**config.mk**
```make
export PLATFORM = sky130hd
export DESIGN_NAME = instr_fetch
export DESIGN_NICKNAME = d
export VERILOG_FILES = /design/src/rtl/instr_fetch.sv
export SDC_FILE = /design/constraint.sdc
export NUM_CORES = 1
export LEC_CHECK = 0
export ABC_AREA = 0
export CORE_MARGIN = 2
export CORE_UTILIZATION = 45
export CTS_CLUSTER_DIAMETER = 200
export CTS_CLUSTER_SIZE = 30
export DETAILED_ROUTE_END_ITERATION = 8
export PLACE_DENSITY = 0.87
export SLEW_MARGIN = 0
export SYNTH_ARGS = -nofsm -noshare
export SYNTH_HDL_FRONTEND = slang
export SYNTH_SLANG_ARGS = --single-unit
```
**constraint.sdc**
```tcl
create_clock -name Clk -period 5.16 [get_ports Clk]
set_clock_uncertainty 0.1 [all_clocks]
set_input_delay 1.032 -clock Clk [delete_from_list [all_inputs] [get_ports Clk]]
set_output_delay 1.032 -clock Clk [all_outputs]
set_load 0.02 [all_outputs]
```
**src/rtl/instr_fetch.sv**
```systemverilog
// instr_fetch: PC holder and single-outstanding imem fetch stage.
// Optional misaligned-target trap enabled by FETCH_MISALIGN_TRAP_EN.
module instr_fetch #(
  parameter logic [31:0] RESET_VECTOR = 32'h0000_0000,
  parameter logic [31:0] NOP_INSTR    = 32'h0000_0013
) (
  input  logic        Clk,
  input  logic        Reset_N,
  input  logic        Clk_Enable,
  input  logic        PC_Sel,
  input  logic [31:0] Branch_Target,
  input  logic        Retire,
  output logic [31:0] Instruction,
  output logic        Instr_Valid,
  output logic [31:0] PC_Out,
  output logic [31:0] PC4_Out,
  output logic        Halted,
  output logic        IMem_Req,
  output logic [31:0] IMem_Addr,
  input  logic        IMem_Gnt,
  input  logic [31:0] IMem_Rdata,
  input  logic        IMem_Rvalid,
  output logic        Fetch_Fault
);

  typedef enum logic [2:0] {
    S_IDLE,
    S_REQ,
    S_WAIT,
    S_HOLD,
`ifdef FETCH_MISALIGN_TRAP_EN
    S_FAULT,
`endif
    S_HALT
  } state_t;

  state_t      state, state_d;
  logic [31:0] pc_q, pc_d;
  logic [31:0] instr_q, instr_d;
  logic        valid_q, valid_d;
  logic        req_q, req_d;
  logic        halt_q, halt_d;
  logic        misalign;
  logic        take;

`ifdef FETCH_MISALIGN_TRAP_EN
  logic        fault_q, fault_d;
  assign misalign = PC_Sel & (|Branch_Target[1:0]);
`else
  assign misalign = 1'b0;
`endif

  assign take = (state == S_HOLD) & Retire & Clk_Enable;

  // state register
  always_ff @(posedge Clk or negedge Reset_N) begin
    if (!Reset_N) state <= S_IDLE;
    else          state <= state_d;
  end

  // next-state logic
  always_comb begin
    state_d = state;
    unique case (state)
      S_IDLE: state_d = S_REQ;
      S_REQ:  if (IMem_Gnt) state_d = S_WAIT;
      S_WAIT: if (IMem_Rvalid) state_d = S_HOLD;
      S_HOLD: begin
        if (Retire) begin
          if (!Clk_Enable) state_d = S_HALT;
          else if (misalign) begin
`ifdef FETCH_MISALIGN_TRAP_EN
            state_d = S_FAULT;
`else
            state_d = S_REQ;
`endif
          end
          else state_d = S_REQ;
        end
      end
      S_HALT: state_d = S_HALT;
`ifdef FETCH_MISALIGN_TRAP_EN
      S_FAULT: state_d = S_FAULT;
`endif
      default: state_d = S_IDLE;
    endcase
  end

  // next values of the registered outputs
  always_comb begin
    pc_d    = pc_q;
    instr_d = instr_q;
    if ((state == S_WAIT) && IMem_Rvalid)
      instr_d = IMem_Rdata;
    if (take) begin
      instr_d = NOP_INSTR;
      if (misalign)    pc_d = Branch_Target;
      else if (PC_Sel) pc_d = Branch_Target & ~32'h3;
      else             pc_d = pc_q + 32'd4;
    end
    valid_d = (state_d == S_HOLD) | (state_d == S_HALT);
    req_d   = (state_d == S_REQ);
    halt_d  = (state_d == S_HALT);
`ifdef FETCH_MISALIGN_TRAP_EN
    fault_d = (state_d == S_FAULT);
`endif
  end

  // output registers
  always_ff @(posedge Clk or negedge Reset_N) begin
    if (!Reset_N) begin
      pc_q    <= RESET_VECTOR;
      instr_q <= NOP_INSTR;
      valid_q <= 1'b0;
      req_q   <= 1'b0;
      halt_q  <= 1'b0;
    end else begin
      pc_q    <= pc_d;
      instr_q <= instr_d;
      valid_q <= valid_d;
      req_q   <= req_d;
      halt_q  <= halt_d;
    end
  end

`ifdef FETCH_MISALIGN_TRAP_EN
  // trap flag register
  always_ff @(posedge Clk or negedge Reset_N) begin
    if (!Reset_N) fault_q <= 1'b0;
    else          fault_q <= fault_d;
  end
  assign Fetch_Fault = fault_q;
`else
  assign Fetch_Fault = 1'b0;
`endif

  assign Instruction = instr_q;
  assign Instr_Valid = valid_q;
  assign PC_Out      = pc_q;
  assign PC4_Out     = pc_q + 32'd4;
  assign Halted      = halt_q;
  assign IMem_Req    = req_q;
  assign IMem_Addr   = {pc_q[31:2], 2'b00};

endmodule
```
=== Yosys cells after proc, flatten, opt, wreduce, memory -nomap -nowiden ===
Cells that the tools add are included.

* Flip-flop bits (word level): 70
* Logic and storage cells: 28

* Add/subtract/negate cells: 1
* Equal/unequal tests: 7
* Muxes and demuxes: 8
* Bitwise gates (word level): 3
* Reduce and logical (&&, ||, !) cells: 3

{| class="wikitable"
|+ Operator list
! cell !! count
|-
| $mux 32 || 3
|-
| $add 32x3->32 const B || 1
|-
| $pmux 3 s5 || 1
|-
| $mux 3 || 4
|-
| $eq 3x2->1 const B || 3
|-
| $eq 3x1->1 const B || 2
|-
| $eq 3x3->1 const B || 2
|-
| $logic_not 3->1 || 1
|-
| $and 1x1->1 || 2
|-
| $reduce_bool 2->1 || 1
|-
| $logic_and 1x1->1 || 1
|-
| $or 1x1->1 || 1
|}

=== Longest topological paths before layout ===
* Word-level depth: 5
* Depth in mapped cells: 8

=== Worst setup path after synthesis ===
Ideal clock, no wire load.

* Path type: flip-flop to output port
* Start point: register pc_q[3], in the netlist PC_Out[3]
* End point: output PC4_Out[22]
* Arrival: 2,181 ps
* Required time: 4,028 ps
* Setup slack: 1,847 ps
* Stages on the path, launching flop included: 7
* Buffers on the path: 1
* Path through: dfrtp_1 ha_1 clkbuf_1 nand2_1 nor4_1 nand2_1 xnor2_1

* Cells in the longest elaborated chain, start to end: 1

{| class="wikitable"
|+ RTL lines
! what !! line !! text
|-
| start, declared || 38 || <nowiki>logic [31:0] pc_q, pc_d;</nowiki>
|-
| start signal, assigned || 118 || <nowiki>pc_q <= pc_d;</nowiki>
|-
| $add 32x3->32 || 140 || <nowiki>assign PC4_Out = pc_q + 32'd4;</nowiki>
|-
| end, declared || 16 || <nowiki>output logic [31:0] PC4_Out,</nowiki>
|}

Every way passes these cells.

=== Final worst setup path ===
* Start point: register pc_q[5], in the netlist PC_Out[5]
* End point: output PC4_Out[17]

The elaborated chain is that of the path after synthesis.

==> impl_metrics.json <==
{
  "internal_power_w": 0.00187,
  "leakage_nw": 2.40,
  "critPathLaunchType": "flop",
  "final_core_util": 0.668,
  "max_freq_mhz": 228,
  "total_power_w": 0.00337,
  "portBuffers": 193,
  "h-tree-depth": 3,
  "synth_edf_count": 0,
  "ys_types": 54,
  "vias_per_cell": 5.66,
  "clkTransAtPathRegs_ns": 0.08,
  "hold_slack_ns": 0.399,
  "design.core.area_sq_um": 9280,
  "min_period_ns": 4.38,
  "place_area_sq_um": 6000,
  "cts_root_buffer": "clkbuf_8",
  "synthAdderAreaFrac": 0.00289,
  "dr.pass1.iters": 5,
  "swShare": 0.445,
  "pwr-share-clk": 0.134,
  "avgSynthCellArea_sq_um": 8.33,
  "synth_compound_area_frac": 0.191,
  "fin_nets": 724,
  "worstSetupEndpointType": "primary output",
  "p_seq_frac": 0.306,
  "grt_max_degree": 53,
  "final_max_slew_viol_count": 0,
  "synth_area_sq_um": 4330,
  "row_count": 35,
  "start_util": 0.467,
  "cts_tree": "yes",
  "cp.arrival_ns": 3.25,
  "maxCapViolCount": 0,
  "ant_nets": 0,
  "reg2reg_from": "state[0]",
  "drt_iter0_drc": 234,
  "vias": 4449,
  "ys.flop_type": "dfrtp_1",
  "synth_common_cells": "nand2_1 (91), dfrtp_1 (65), a21oi_1 (43)",
  "layout-drive-gt1-share": 0.0518,
  "overflow": 0,
  "worstSkewPairLatency_ns": 0.35,
  "synthCells": 520,
  "hold_buffers": 0,
  "yosysTopAreaCell": "dfrtp_1",
  "postCtsSetupBuffers": 0,
  "critPathMaxFanout": 13,
  "synth_area_leaders": "dfrtp_1 (38%), nand2_1 (7.9%), buf_4 (6.6%), a21oi_1 (5.0%), xnor2_1 (3.8%)",
  "io_pins": 203,
  "grt_pass1_vias": 4169,
  "ir_drop_mv": 0.311,
  "synth_seq_cells": 68,
  "finalSetupViolCount": 0,
  "area_growth_syn_to_layout_pct": 43.2,
  "die_y_um": 102,
  "status": "complete, no violations",
  "r2r_slack_ns": 2.65,
  "synth_seq_area_share": 0.394,
  "dp_hpwl_um": 9560,
  "fin_area_sq_um": 6200,
  "power_density_nw_per_um2": 543,
  "comb_power_share": 0.560,
  "hp-start": "Instruction[4]",
  "muxShareOfSynthArea": 0.00693,
  "antenna_found_initial": 0,
  "track_usage": 0.247,
  "slew_headroom": 0.300,
  "synthSimpleGateAreaFrac": 0.230,
  "grt_pass1_wl_um": 20300,
  "critical_path_required_ns": 4.03,
  "drc": 0,
  "fin_crit_sh": 0.850,
  "die_area_sq_um": 10400,
  "wirelength_um": 13300,
  "synthArstFlopShare": 1.00,
  "clock_sinks": 68,
  "wl_per_cell_um": 17.0,
  "rsz0062_at_grt": "no",
  "setup_tns_ns": 0,
  "synth_top_family_by_area": "simple AND/OR/NAND/NOR gates",
  "cts_buffer_depth": 2,
  "final-hold-violation-count": 0,
  "ctsResizeCount": 0,
  "max_slew.worst_pin.slew_ns": 1.05,
  "ys_warn_count": 0,
  "synth_xor_area_frac": 0.0566,
  "hp-class": "flop to flop",
  "worstSetupPathType": "flop to primary output",
  "p_sw_w": 0.00150,
  "cts_made_buffers": 9,
  "worstSetupStartpoint": "PC_Out[5]",
  "die_w_um": 102,
  "gp_congestion": 0.843,
  "post-synth-top-count-cell": "nand2_1",
  "synth_top_area_share": 0.375,
  "n_antenna_cell": 0
}
==> routing by layer <==
metal  vias to the layer above  wire length, um  track usage
met5                         -                0            0
met2                       246             6720        0.422
met4                         0              185       0.0851
met3                        25             1210       0.0752
met1                      2104             5230        0.296
li1                       2074                -            -
==> cells by family (layout without fill, tap and decap cells) <==
kind of cell | Yosys count | count (layout)
AND/OR/NAND/NOR | 198 | 198
AO/OA/AOI/OAI | 130 | 130
buffers and inverters | 91 | 222
flip-flops | 68 | 68
XOR/XNOR | 28 | 28
multiplexers | 3 | 3
adder cells (fa/ha/maj) | 1 | 1
other | 1 | 7
==> layout by cell type (no fill, tap or decap), types with 14 or more instances in the layout <==
master,n
nand4_1,14
dfrtp_1,65
xnor2_1,19
nor2_1,18
a21oi_1,43
o211ai_1,15
nand2_1,91
nand3_1,21
a31oi_1,16
clkdlybuf4s50_1,191
==> cell type report <==
cell class / instances / area, sq um
Tap cell: 129 / 161
Clock buffer: 9 / 124
Fill cell: 772 / 3080
Multi-Input combinational cell: 367 / 2140
Clock inverter: 7 / 75.1
Inverter: 7 / 26.3
Sequential cell: 68 / 1710
Timing Repair Buffer: 199 / 1970
==> state kept, by name, indices dropped and copies added (netlist names) <==
register,cells
Instruction,32
PC_Out,30
state,3
Halted,1
IMem_Req,1
Instr_Valid,1
==> power by group through the flow <==
stage	registers, W	clock network [W]	logic [W]
final	0.00103	0.000453	0.00189
after global routing	0.00106	0.000485	0.00200
after CTS	0.00102	0.000459	0.00190
after detailed placement	0.00103	0	0.00189
after global placement	0.00101	0	0.00185
after floorplan	0.00115	0	0.000956
==> final timing paths <==
kind / end / depth (start not counted)
setup / recovery: PC4_Out[17] / 5
hold / removal: Instruction[4] / 2
setup reg to reg: PC_Out[21] / 5
hold reg to reg: Instruction[4] / 2
max in group asynchronous: Instruction[0] / 2
min in group asynchronous: PC_Out[21] / 1
==> stage by stage <==
step | worst slack [ns] | cells
global placement | 1.31 | 770
floorplan | 1.85 | 526
finish | 0.776 | 786
global route | 0.550 | 786
detailed placement | 1.25 | 770
CTS | 0.818 | 786
==> worst max-delay path, cell delays in order, from the launching register on <==
cell and delay (ns):
dfrtp_1 0.53, nand3_2 0.29, nor4_1 0.92, nand3_1 0.26, xnor2_1 0.25, clkdlybuf4s50_1 0.64
Power figures use the tool's default switching activity.
